File: src/rtl/bus_sequencer_if.sv
// Handshake and bus-control signal bundle between the bus sequencer and its datapath.
interface bus_sequencer_if #(
    parameter int unsigned DATA_W = 24
);
    logic              start;
    logic [DATA_W-1:0] ir_in;
    logic              alu_z;
    logic              dmem_ack;
    logic [15:0]       bus_rd_en;
    logic [15:0]       bus_wr_en;
    logic [2:0]        alu_op;
    logic              ir_write;
    logic              pc_inc;
    logic              ac_reset;
    logic              dmem_req;
    logic              dmem_we;
    logic              busy;
    logic              halted;
    logic [1:0]        err;

    modport master (
        input  start, ir_in, alu_z, dmem_ack,
        output bus_rd_en, bus_wr_en, alu_op, ir_write, pc_inc, ac_reset,
               dmem_req, dmem_we, busy, halted, err
    );

    modport slave (
        output start, ir_in, alu_z, dmem_ack,
        input  bus_rd_en, bus_wr_en, alu_op, ir_write, pc_inc, ac_reset,
               dmem_req, dmem_we, busy, halted, err
    );
endinterface

File: src/rtl/bus_sequencer.sv
// Control FSM for the shared B-bus/C-bus datapath: fetch, decode, one-hot bus enables,
// ALU op select and the DMEM request handshake with timeout.
module bus_sequencer #(
    parameter int unsigned DATA_W      = 24,
    parameter int unsigned MEM_TIMEOUT = 16
) (
    input  logic            clk,
    input  logic            reset_n,
    bus_sequencer_if.master bus
);
    localparam int unsigned TO_W = (MEM_TIMEOUT < 2) ? 1 : $clog2(MEM_TIMEOUT);
    localparam logic [TO_W-1:0] TO_LAST = TO_W'(MEM_TIMEOUT - 1);

    localparam logic [2:0] S_IDLE     = 3'd0;
    localparam logic [2:0] S_FETCH    = 3'd1;
    localparam logic [2:0] S_DECODE   = 3'd2;
    localparam logic [2:0] S_EXEC     = 3'd3;
    localparam logic [2:0] S_MEM_WAIT = 3'd4;
    localparam logic [2:0] S_MEM_CAP  = 3'd5;
    localparam logic [2:0] S_HALT     = 3'd6;

    localparam logic [3:0] OP_NOP   = 4'd0;
    localparam logic [3:0] OP_MOV   = 4'd1;
    localparam logic [3:0] OP_ADD   = 4'd2;
    localparam logic [3:0] OP_SUB   = 4'd3;
    localparam logic [3:0] OP_LOAD  = 4'd4;
    localparam logic [3:0] OP_STORE = 4'd5;
    localparam logic [3:0] OP_INC   = 4'd6;
    localparam logic [3:0] OP_JZ    = 4'd7;
    localparam logic [3:0] OP_JMP   = 4'd8;
    localparam logic [3:0] OP_CLRAC = 4'd9;
    localparam logic [3:0] OP_HALT  = 4'd15;

    localparam logic [3:0] R_NONE = 4'd0;
    localparam logic [3:0] R_AC   = 4'd10;
    localparam logic [3:0] R_PC   = 4'd11;
    localparam logic [3:0] R_MDR  = 4'd12;
    localparam logic [3:0] R_IR   = 4'd14;
    localparam logic [3:0] R_DRAM = 4'd15;

    localparam logic [2:0] ALU_PASS     = 3'd0;
    localparam logic [2:0] ALU_ADD      = 3'd1;
    localparam logic [2:0] ALU_SUB      = 3'd2;
    localparam logic [2:0] ALU_INC      = 3'd3;
    localparam logic [2:0] ALU_PASS_IMM = 3'd4;

    logic [2:0]      state;
    logic [3:0]      op_q, dst_q, src_q;
    logic            z_q;
    logic [TO_W-1:0] cnt;
    logic [1:0]      err_q;

    logic [3:0] op_in, dst_in, src_in;
    logic       unused_imm;

    assign op_in      = bus.ir_in[DATA_W-1 -: 4];
    assign dst_in     = bus.ir_in[DATA_W-5 -: 4];
    assign src_in     = bus.ir_in[DATA_W-9 -: 4];
    assign unused_imm = ^bus.ir_in[DATA_W-13:0];

    function automatic logic is_illegal(input logic [3:0] op, input logic [3:0] dst,
                                        input logic [3:0] src);
        logic dst_bad;
        dst_bad = (dst == R_NONE) || (dst == R_IR) || (dst == R_DRAM);
        case (op)
            OP_MOV:                              is_illegal = (src == R_NONE) || dst_bad;
            OP_ADD, OP_SUB:                      is_illegal = (src == R_NONE);
            OP_INC:                              is_illegal = dst_bad;
            4'd10, 4'd11, 4'd12, 4'd13, 4'd14:   is_illegal = 1'b1;
            default:                             is_illegal = 1'b0;
        endcase
    endfunction

    // Code 0 means "no register", so it maps to an all-zero enable vector.
    function automatic logic [15:0] onehot(input logic [3:0] code);
        onehot = (code == R_NONE) ? '0 : (16'd1 << code);
    endfunction

    always_ff @(posedge clk or negedge reset_n) begin
        if (!reset_n) begin
            state <= S_IDLE;
            op_q  <= '0;
            dst_q <= '0;
            src_q <= '0;
            z_q   <= 1'b0;
            cnt   <= '0;
            err_q <= '0;
        end else begin
            case (state)
                S_IDLE:  if (bus.start) state <= S_FETCH;
                S_FETCH: state <= S_DECODE;
                S_DECODE: begin
                    op_q  <= op_in;
                    dst_q <= dst_in;
                    src_q <= src_in;
                    z_q   <= bus.alu_z;
                    cnt   <= '0;
                    if (is_illegal(op_in, dst_in, src_in)) begin
                        err_q[0] <= 1'b1;
                        state    <= S_HALT;
                    end else if (op_in == OP_HALT) begin
                        state <= S_HALT;
                    end else if (op_in == OP_LOAD || op_in == OP_STORE) begin
                        state <= S_MEM_WAIT;
                    end else begin
                        state <= S_EXEC;
                    end
                end
                S_EXEC: state <= S_FETCH;
                S_MEM_WAIT: begin
                    // An ack on the final allowed cycle still wins over the timeout.
                    if (bus.dmem_ack) begin
                        state <= (op_q == OP_LOAD) ? S_MEM_CAP : S_FETCH;
                    end else if (cnt == TO_LAST) begin
                        err_q[1] <= 1'b1;
                        state    <= S_HALT;
                    end else begin
                        cnt <= cnt + 1'b1;
                    end
                end
                S_MEM_CAP: state <= S_FETCH;
                S_HALT:    state <= S_HALT;
                default:   state <= S_IDLE;
            endcase
        end
    end

    logic [3:0] rd_code, wr_code;

    always_comb begin
        rd_code      = R_NONE;
        wr_code      = R_NONE;
        bus.alu_op   = ALU_PASS;
        bus.ir_write = 1'b0;
        bus.pc_inc   = 1'b0;
        bus.ac_reset = 1'b0;
        bus.dmem_req = 1'b0;
        bus.dmem_we  = 1'b0;
        case (state)
            S_FETCH:  bus.ir_write = 1'b1;
            S_DECODE: bus.pc_inc   = 1'b1;
            S_EXEC: begin
                case (op_q)
                    OP_MOV: begin
                        rd_code = src_q;
                        wr_code = dst_q;
                    end
                    OP_ADD: begin
                        rd_code    = src_q;
                        wr_code    = R_AC;
                        bus.alu_op = ALU_ADD;
                    end
                    OP_SUB: begin
                        rd_code    = src_q;
                        wr_code    = R_AC;
                        bus.alu_op = ALU_SUB;
                    end
                    OP_INC: begin
                        rd_code    = dst_q;
                        wr_code    = dst_q;
                        bus.alu_op = ALU_INC;
                    end
                    OP_JZ: begin
                        if (z_q) begin
                            rd_code    = R_IR;
                            wr_code    = R_PC;
                            bus.alu_op = ALU_PASS_IMM;
                        end
                    end
                    OP_JMP: begin
                        rd_code    = R_IR;
                        wr_code    = R_PC;
                        bus.alu_op = ALU_PASS_IMM;
                    end
                    OP_CLRAC: bus.ac_reset = 1'b1;
                    default: ;
                endcase
            end
            S_MEM_WAIT: begin
                bus.dmem_req = 1'b1;
                bus.dmem_we  = (op_q == OP_STORE);
            end
            S_MEM_CAP: begin
                rd_code = R_DRAM;
                wr_code = R_MDR;
            end
            default: ;
        endcase
    end

    assign bus.bus_rd_en = onehot(rd_code);
    assign bus.bus_wr_en = onehot(wr_code);
    assign bus.busy      = (state != S_IDLE) && (state != S_HALT);
    assign bus.halted    = (state == S_HALT);
    assign bus.err       = err_q;
endmodule

File: src/flat_wrapper.sv
// flat-port wrapper written by rule: the top's interface ports become plain ports
module bus_sequencer_flat 
#(
    parameter int unsigned DATA_W      = 24,
    parameter int unsigned MEM_TIMEOUT = 16
)
  (clk, reset_n, bus_start, bus_ir_in, bus_alu_z, bus_dmem_ack, bus_bus_rd_en, bus_bus_wr_en, bus_alu_op, bus_ir_write, bus_pc_inc, bus_ac_reset, bus_dmem_req, bus_dmem_we, bus_busy, bus_halted, bus_err);
  bus_sequencer_if #(.DATA_W(DATA_W)) bus_i ();
  input  logic clk;
  input  logic reset_n;
  input wire logic [$bits(bus_i.start)-1:0] bus_start;
  input wire logic [$bits(bus_i.ir_in)-1:0] bus_ir_in;
  input wire logic [$bits(bus_i.alu_z)-1:0] bus_alu_z;
  input wire logic [$bits(bus_i.dmem_ack)-1:0] bus_dmem_ack;
  output wire logic [$bits(bus_i.bus_rd_en)-1:0] bus_bus_rd_en;
  output wire logic [$bits(bus_i.bus_wr_en)-1:0] bus_bus_wr_en;
  output wire logic [$bits(bus_i.alu_op)-1:0] bus_alu_op;
  output wire logic [$bits(bus_i.ir_write)-1:0] bus_ir_write;
  output wire logic [$bits(bus_i.pc_inc)-1:0] bus_pc_inc;
  output wire logic [$bits(bus_i.ac_reset)-1:0] bus_ac_reset;
  output wire logic [$bits(bus_i.dmem_req)-1:0] bus_dmem_req;
  output wire logic [$bits(bus_i.dmem_we)-1:0] bus_dmem_we;
  output wire logic [$bits(bus_i.busy)-1:0] bus_busy;
  output wire logic [$bits(bus_i.halted)-1:0] bus_halted;
  output wire logic [$bits(bus_i.err)-1:0] bus_err;
  assign bus_i.start = bus_start;
  assign bus_i.ir_in = bus_ir_in;
  assign bus_i.alu_z = bus_alu_z;
  assign bus_i.dmem_ack = bus_dmem_ack;
  assign bus_bus_rd_en = bus_i.bus_rd_en;
  assign bus_bus_wr_en = bus_i.bus_wr_en;
  assign bus_alu_op = bus_i.alu_op;
  assign bus_ir_write = bus_i.ir_write;
  assign bus_pc_inc = bus_i.pc_inc;
  assign bus_ac_reset = bus_i.ac_reset;
  assign bus_dmem_req = bus_i.dmem_req;
  assign bus_dmem_we = bus_i.dmem_we;
  assign bus_busy = bus_i.busy;
  assign bus_halted = bus_i.halted;
  assign bus_err = bus_i.err;
  bus_sequencer #(.DATA_W(DATA_W), .MEM_TIMEOUT(MEM_TIMEOUT)) u_core (.clk(clk), .reset_n(reset_n), .bus(bus_i));
endmodule
File: config.mk
export PLATFORM = sky130hd
export DESIGN_NAME = bus_sequencer_flat
export DESIGN_NICKNAME = d
export VERILOG_FILES = /design/src/rtl/bus_sequencer_if.sv /design/src/rtl/bus_sequencer.sv /design/src/flat_wrapper.sv
export SDC_FILE = /design/constraint.sdc
export NUM_CORES = 1
export LEC_CHECK = 0
export BUFFER_PORTS_ARGS = -buffer_cell sky130_fd_sc_hd__clkbuf_2
export CELL_PAD_IN_SITES_DETAIL_PLACEMENT = 0
export CELL_PAD_IN_SITES_GLOBAL_PLACEMENT = 1
export CORE_AREA = 5 5 76 85
export DETAILED_ROUTE_END_ITERATION = 10
export DIE_AREA = 0 0 81 90
export GPL_TIMING_DRIVEN = 1
export PLACE_DENSITY_LB_ADDON = 0.1
export SLEW_MARGIN = 20
export SYNTH_ARGS = -nofsm -noshare
export SYNTH_HDL_FRONTEND = slang
export SYNTH_SLANG_ARGS = --single-unit
File: constraint.sdc
create_clock -name clk -period 2.5 [get_ports clk]
set_input_delay 0.125 -clock clk [delete_from_list [all_inputs] [get_ports clk]]
set_output_delay 0.125 -clock clk [all_outputs]
set_load 0.03 [all_outputs]
==> metrics.txt, run 1 <==
slew of the pin with the lowest slew margin 559 ps; DRC violation count after routing 0; crit path capture bus_bus_wr_en[1]; Total Power Consumption 0.00272 W; start of the worst register-to-register path u_core.state[1]; Final Core Density 0.441; CTS tree built; floorplan die area 0.00729 mm²; Max Clk Rate 0.407 GHz; Starting DRT DRC Count 100; TritonCTS sink count 22; total of endpoints with negative setup slack in the final report 0; total net switching power 0.00134 W; Die Span X 81 µm; via count of the first global-routing pass 1822; total count of max-transition violations in the final report 0; port bufs 58; Reg clk slew, reported paths 70 ps; critical path type reg -> out; count of filler cells inserted in the layout 625; Synth cell types 61; RSZ-0062 raised after global routing true; I/O pin cnt 73; total congestion overflow after global routing 0; maximum fanout along the worst path 8; total via count after detailed routing 1884; Inst Count DP 345; total routing usage reported by global routing 0.148; y dimension of the die 90 µm; Critical path origin u_core.op_q[2]; final period demand of the worst path 2460 ps; global-route wire length before repair 8980 µm; worst r2r path cells 5; sequential power share 0.264; CP startpoint kind flop; area of the core 0.00559 mm²; Leak 1.04 nW; post-synthesis sequential element count 22; Max Cap Violations 0; Site Rows 29; number of flops mapped to enable cells by yosys 0; area taken by flip-flops and latches 554 µm²; number of buffers created by CTS 3; portion of the clock cycle consumed by the worst path in the final layout 0.983; iteration count of the initial detailed-routing pass 6; maximum vdd ir drop 0.425 mV; hold slack 102 ps; type of the tightest min-delay check in -> reg; cell internal pwr 0.00138 W; number of hold-slack violations in the final timing report 0; non-filler instance count after layout 355; Data required, critical path 2380 ps; Comb pwr share 0.644; library cell used as clock root buffer sky130_fd_sc_hd__clkbuf_8; total wire length 5330 µm; critical path capture point type output port; effective utilization at floorplan 0.341; count of H-tree levels built during CTS 1; Primary FF master, synth sky130_fd_sc_hd__dfrtp_1; Cell Pwr Density 1100 mW/mm²; endpoint of the worst-slack reg-to-reg timing path u_core.cnt[3]; average detailed-routed wire length per instance 15.0 µm; total area of multi-input combinational cells 0.00131 mm²; final total negative setup slack 0 ps; Switching Share 0.494; DRT antenna net count 0; async set-or-reset flop fraction in the synthesized netlist 1.00; net count reported at finish 309; clock insertion delay at the later pin of the skew report 260 ps; buffers from clock root to sink, at most 2; share of synthesized area occupied by flip-flops and latches 0.289; area of the mapped netlist 0.00190 mm²; relative slew slack 0.627; yosys warns 0; final clock skew 5.31 ps; Area growth, synth to finish 29.5%; relative contribution of the clock network to total power 0.092; Vias/cell 5.31; layout cell share with drive strength beyond 1 0.432; register-to-register path setup slack 700 ps; antenna diode instance count 0; Arrival @ worst endpoint 2330 ps; cells after synthesis 215; outcome complete, no violations; Avg Cell Area, Syn 8.86 µm²; post-detailed-placement half-perimeter wirelength 4110 µm; routability cong. 0.772; maximum number of pins on one net before global-route repair 23; number of antenna violations at the first check in global routing 0
synthesized netlist by cell type, types with 2 or more instances:
cell / n / share of area
sky130_fd_sc_hd__a22o_1: 3 / 0.014
sky130_fd_sc_hd__o22ai_1: 3 / 0.0099
sky130_fd_sc_hd__and2_1: 2 / 0.0066
sky130_fd_sc_hd__buf_6: 2 / 0.012
sky130_fd_sc_hd__nor3_1: 10 / 0.026
sky130_fd_sc_hd__o21bai_1: 5 / 0.020
sky130_fd_sc_hd__nor3_2: 2 / 0.011
sky130_fd_sc_hd__mux2i_1: 3 / 0.016
sky130_fd_sc_hd__nor4_1: 14 / 0.046
sky130_fd_sc_hd__and3b_1: 3 / 0.014
sky130_fd_sc_hd__o31a_1: 2 / 0.0092
sky130_fd_sc_hd__a211oi_1: 2 / 0.0079
sky130_fd_sc_hd__and3_1: 2 / 0.0066
sky130_fd_sc_hd__mux2_2: 11 / 0.065
sky130_fd_sc_hd__or2_2: 2 / 0.0066
sky130_fd_sc_hd__clkbuf_1: 9 / 0.018
sky130_fd_sc_hd__a211o_1: 2 / 0.0092
sky130_fd_sc_hd__o21a_1: 3 / 0.012
sky130_fd_sc_hd__a21oi_1: 12 / 0.032
sky130_fd_sc_hd__inv_1: 4 / 0.0079
sky130_fd_sc_hd__dfrtp_1: 22 / 0.29
sky130_fd_sc_hd__nor3b_1: 5 / 0.020
sky130_fd_sc_hd__buf_2: 2 / 0.0053
sky130_fd_sc_hd__a2111oi_2: 3 / 0.024
sky130_fd_sc_hd__nand2_1: 8 / 0.016
sky130_fd_sc_hd__nor2b_1: 8 / 0.026
sky130_fd_sc_hd__nor2_1: 13 / 0.026
sky130_fd_sc_hd__nand3b_1: 2 / 0.0079
sky130_fd_sc_hd__nand3_1: 5 / 0.013
sky130_fd_sc_hd__a22oi_1: 4 / 0.016
sky130_fd_sc_hd__o21ai_0: 9 / 0.024
sky130_fd_sc_hd__nand2b_1: 5 / 0.016
sky130_fd_sc_hd__buf_4: 4 / 0.016
sky130_fd_sc_hd__o21ai_1: 2 / 0.0053
worst min path at each step:
stage,start,to,slack [ps],cells after the start
2_1_floorplan,reset_n,u_core.bus.err[0],-170,0
3_3_place_gp,reset_n,u_core.cnt[0],150,1
3_5_place_dp,reset_n,u_core.cnt[0],140,1
4_1_cts,bus_alu_z,u_core.z_q,100,2
5_1_grt,bus_alu_z,u_core.z_q,100,2
6_report,bus_alu_z,u_core.z_q,100,2
cell type report:
type,count,area share
Inverter,4,0.00609
Tap cell,77,0.0391
Timing Repair Buffer,75,0.178
Sequential cell,22,0.225
Multi-Input combinational cell,173,0.530
Clock buffer,4,0.0223
placed cells by master, fill, tap and decap left out, drive strengths merged, types with 3 or more instances in the layout:
| master | synthesis | layout |
|---|---|---|
| mux2 | 12 | 12 |
| a22o | 3 | 3 |
| a2111oi | 4 | 4 |
| o21ai | 11 | 11 |
| nand2b | 5 | 5 |
| o21bai | 5 | 5 |
| nor2b | 8 | 8 |
| and3b | 3 | 3 |
| and2 | 3 | 3 |
| mux2i | 3 | 3 |
| o21a | 3 | 3 |
| a211oi | 3 | 3 |
| nor2 | 14 | 14 |
| nor4 | 14 | 14 |
| dfrtp | 22 | 22 |
| inv | 4 | 4 |
| clkbuf | 9 | 52 |
| nor3b | 5 | 5 |
| nand3 | 5 | 5 |
| o22ai | 3 | 3 |
| a21oi | 12 | 12 |
| nor3 | 12 | 12 |
| nand2 | 8 | 8 |
| buf | 8 | 26 |
| a22oi | 4 | 4 |
power by group through the flow:
stage,Clock (W),Combinational [W],Sequential (W)
after floorplan,0,0.00131,0.000613
after global placement,0,0.00159,0.000716
after detailed placement,0,0.00160,0.000721
after CTS,0.000263,0.00166,0.000712
after global routing,0.000279,0.00192,0.000744
final,0.000251,0.00175,0.000717
critical path, cell delays in order, from the launching register on:
cell and delay [ps]:
sky130_fd_sc_hd__dfrtp_2 470, sky130_fd_sc_hd__buf_4 180, sky130_fd_sc_hd__nor4b_2 360, sky130_fd_sc_hd__a221oi_4 140, sky130_fd_sc_hd__or4_4 540, sky130_fd_sc_hd__nor3_2 160
sky130_fd_sc_hd__clkbuf_2 220
registers in the layout (all words and copies together), names as in the netlist:
signal and cells:
u_core.dst_q 4, u_core.state 3, u_core.z_q 1, u_core.op_q 4, u_core.src_q 4, u_core.bus.err 2
u_core.cnt 4
repair_timing:
action / 4_1_cts / 5_1_grt
gates resized for setup: 6 / 26
endpoints found under the hold margin: 22 / 0
setup endpoints to repair: 23 / 18
pin swaps: 1 / 2
buffers inserted: 4 / 1
hold buffers: 1 / 0
gates cloned: 0 / 0
cell families after synthesis:
group	Yosys count	synth area share
xor gates and xnor gates	1	0.00460
other	1	0.00197
and+or+nand+nor	89	0.289
DFF	22	0.289
muxes	15	0.0867
AOI/OAI and AO/OA	65	0.263
adders and majority gates	1	0.00657
buffers and inverters	21	0.0585
stage by stage:
stage / cell area [µm²] / worst slack [ps]
2_1_floorplan: 1910 / 7.37
3_3_place_gp: 2290 / 120
3_5_place_dp: 2290 / 91.9
4_1_cts: 2390 / 21.6
5_1_grt: 2470 / -47.1
6_report: 2470 / 43.5
routing by layer:
metal / GRT usage / wire, µm / vias to the layer above
li1: - / - / 950
met1: 0.212 / 2580 / 893
met2: 0.235 / 2510 / 39
met3: 0.0200 / 221 / 2
met4: 0.0324 / 21 / 0
met5: 0 / 0 / -
Note: power is estimated with default switching activity, not from simulation.
==> inputs of run 2 (changes only) <==
--- a/config.mk
+++ b/config.mk
@@ -12,7 +12,9 @@
 export DETAILED_ROUTE_END_ITERATION = 10
 export DIE_AREA = 0 0 81 90
 export GPL_TIMING_DRIVEN = 1
+export MAX_ROUTING_LAYER = met4
 export PLACE_DENSITY_LB_ADDON = 0.1
+export RECOVER_POWER = 100
 export SLEW_MARGIN = 20
 export SYNTH_ARGS = -nofsm -noshare
 export SYNTH_HDL_FRONTEND = slang
==> run 2 against run 1 <==
  * Fmax barely moved
  * Worst setup slack barely moved
  * Clock skew fell by 1.2 ps
  * Critical path depth did not move
  * Flip-flop and latch count did not move
  * Combinational power barely moved
  * Die area did not move
  * Non-clock buffer count did not move
  * Sequential share of layout area rose by 0.24 points
  * Clock-buffer cell count did not move
  * Utilization fell by 0.47 points
  * Register-to-register slack got worse by 320 ps
  * Highest routed layer unchanged
==> metrics.txt, run 2 (synthesis gave the netlist of run 1 again) <==
outcome complete, no violations; Vias/cell 5.33; total wire length 5340 µm; floorplan die area 0.00729 mm²; total area of multi-input combinational cells 0.00130 mm²; post-detailed-placement half-perimeter wirelength 4110 µm; Starting DRT DRC Count 81; net count reported at finish 309; Arrival @ worst endpoint 2330 ps; antenna diode instance count 0; via count of the first global-routing pass 1818; Final Core Density 0.437; type of the tightest min-delay check in -> reg; fraction of met3 tracks used by global routing 0.0200; total congestion overflow after global routing 0; port bufs 58; met1 capacity usage during global routing 0.213; iteration count of the initial detailed-routing pass 4; I/O pin cnt 73; Max Clk Rate 0.407 GHz; critical path capture point type output port; Max Cap Violations 0; Area growth, synth to finish 28.1%; total routing usage reported by global routing 0.152; Site Rows 29; total via count after detailed routing 1893; relative slew slack 0.177; critical path type reg -> out; final period demand of the worst path 2460 ps; buffers from clock root to sink, at most 2; maximum number of pins on one net before global-route repair 23; library cell used as clock root buffer sky130_fd_sc_hd__clkbuf_8; number of antenna violations at the first check in global routing 0; area of the core 0.00559 mm²; Cell Pwr Density 1100 mW/mm²; number of hold-slack violations in the final timing report 0; hold slack 102 ps; global-route wire length before repair 9000 µm; count of H-tree levels built during CTS 1; clock insertion delay at the later pin of the skew report 260 ps; slew of the pin with the lowest slew margin 1230 ps; area taken by flip-flops and latches 554 µm²; Most Crowded Layer GR met2; count of filler cells inserted in the layout 622; effective utilization at floorplan 0.341; CTS tree built; number of buffers created by CTS 3; maximum fanout along the worst path 8; TritonCTS sink count 22; final clock skew 4.09 ps; layout cell share with drive strength beyond 1 0.381; total count of max-transition violations in the final report 0; DRT antenna net count 0; Reg clk slew, reported paths 70 ps; Data required, critical path 2380 ps; routability cong. 0.783; commonest cells after routing, fill and taps aside 37 x sky130_fd_sc_hd__clkbuf_2, 19 x sky130_fd_sc_hd__buf_4, 19 x sky130_fd_sc_hd__dfrtp_1; maximum vdd ir drop 0.419 mV; most common cell after layout, fill and taps aside sky130_fd_sc_hd__clkbuf_2; Leak 0.998 nW; total of endpoints with negative setup slack in the final report 0; Die Span X 81 µm; DRC violation count after routing 0; average detailed-routed wire length per instance 15.0 µm; RSZ-0062 raised after global routing true; CP startpoint kind flop; met2 usage in global routing 0.235; portion of the clock cycle consumed by the worst path in the final layout 0.983; y dimension of the die 90 µm
## run 2: changes by cell type in the layout (fill, tap and decap cells not counted), sizes merged
cell and change:
buf -2, clkbuf +2
## run 2: timing repair
item / 4_1_cts / 5_1_grt
endpoints found under the setup margin: 23 / 18
setup buffers: 4 / 1
resized for setup: 6 / 26
hold endpoints to repair: 22 / 0
pin swaps: 1 / 2
hold buffers: 1 / 0
## run 2: area by class of cell
type / count / share of cell area
Multi-Input combinational cell: 173 / 0.533
Sequential cell: 22 / 0.227
Timing Repair Buffer: 75 / 0.171
Tap cell: 77 / 0.0395
Clock buffer: 4 / 0.0226
Inverter: 4 / 0.00615
## run 2: worst max-delay path: stages (launching register included)
cell                       delay [ps]
sky130_fd_sc_hd__dfrtp_2          470
sky130_fd_sc_hd__buf_4            180
sky130_fd_sc_hd__nor4b_2          360
sky130_fd_sc_hd__a221oi_4         140
sky130_fd_sc_hd__or4_4            540
sky130_fd_sc_hd__nor3_2           160
sky130_fd_sc_hd__clkbuf_2         220
## run 2: metal layers
metal	wire length, µm	vias to the layer above
li1	-	950
met1	2590	895
met2	2490	46
met3	238	2
met4	21	0
met5	0	-
## run 2: final timing paths
| check | slack [ps] | depth (start not counted) | startpoint | end |
|---|---|---|---|---|
| worst max register to register | 380 | 4 | u_core.state[2] | u_core.op_q[0] |
| worst min-delay path | 100 | 2 | bus_alu_z | u_core.z_q |
| min in group asynchronous | 640 | 2 | reset_n | u_core.cnt[3] |
| worst max-delay path | 40 | 6 | u_core.op_q[2] | bus_bus_wr_en[1] |
| worst min register to register | 460 | 1 | u_core.bus.err[1] | u_core.bus.err[1] |
| max in group asynchronous | 1040 | 2 | reset_n | u_core.op_q[0] |
## run 2: metrics by stage
stage                     cell area (µm²)  worst slack, ps  setup TNS (ps)  power (W)  std cells
after CTS                            2390             21.6               0    0.00264        354
after global placement               2290              120               0    0.00231        345
after detailed placement             2290             91.9               0    0.00232        345
after floorplan                      1910             7.37               0    0.00192        216
after global routing                 2440            -47.7            -269    0.00292        355
final                                2440             43.1               0    0.00269        355
## run 2: where the power goes
| group | internal [W] | switching, W |
|---|---|---|
| combinational | 0.000709 | 0.00102 |
| clock | 0.000140 | 0.000110 |
| sequential | 0.000505 | 0.000213 |
| total | 0.00135 | 0.00134 |
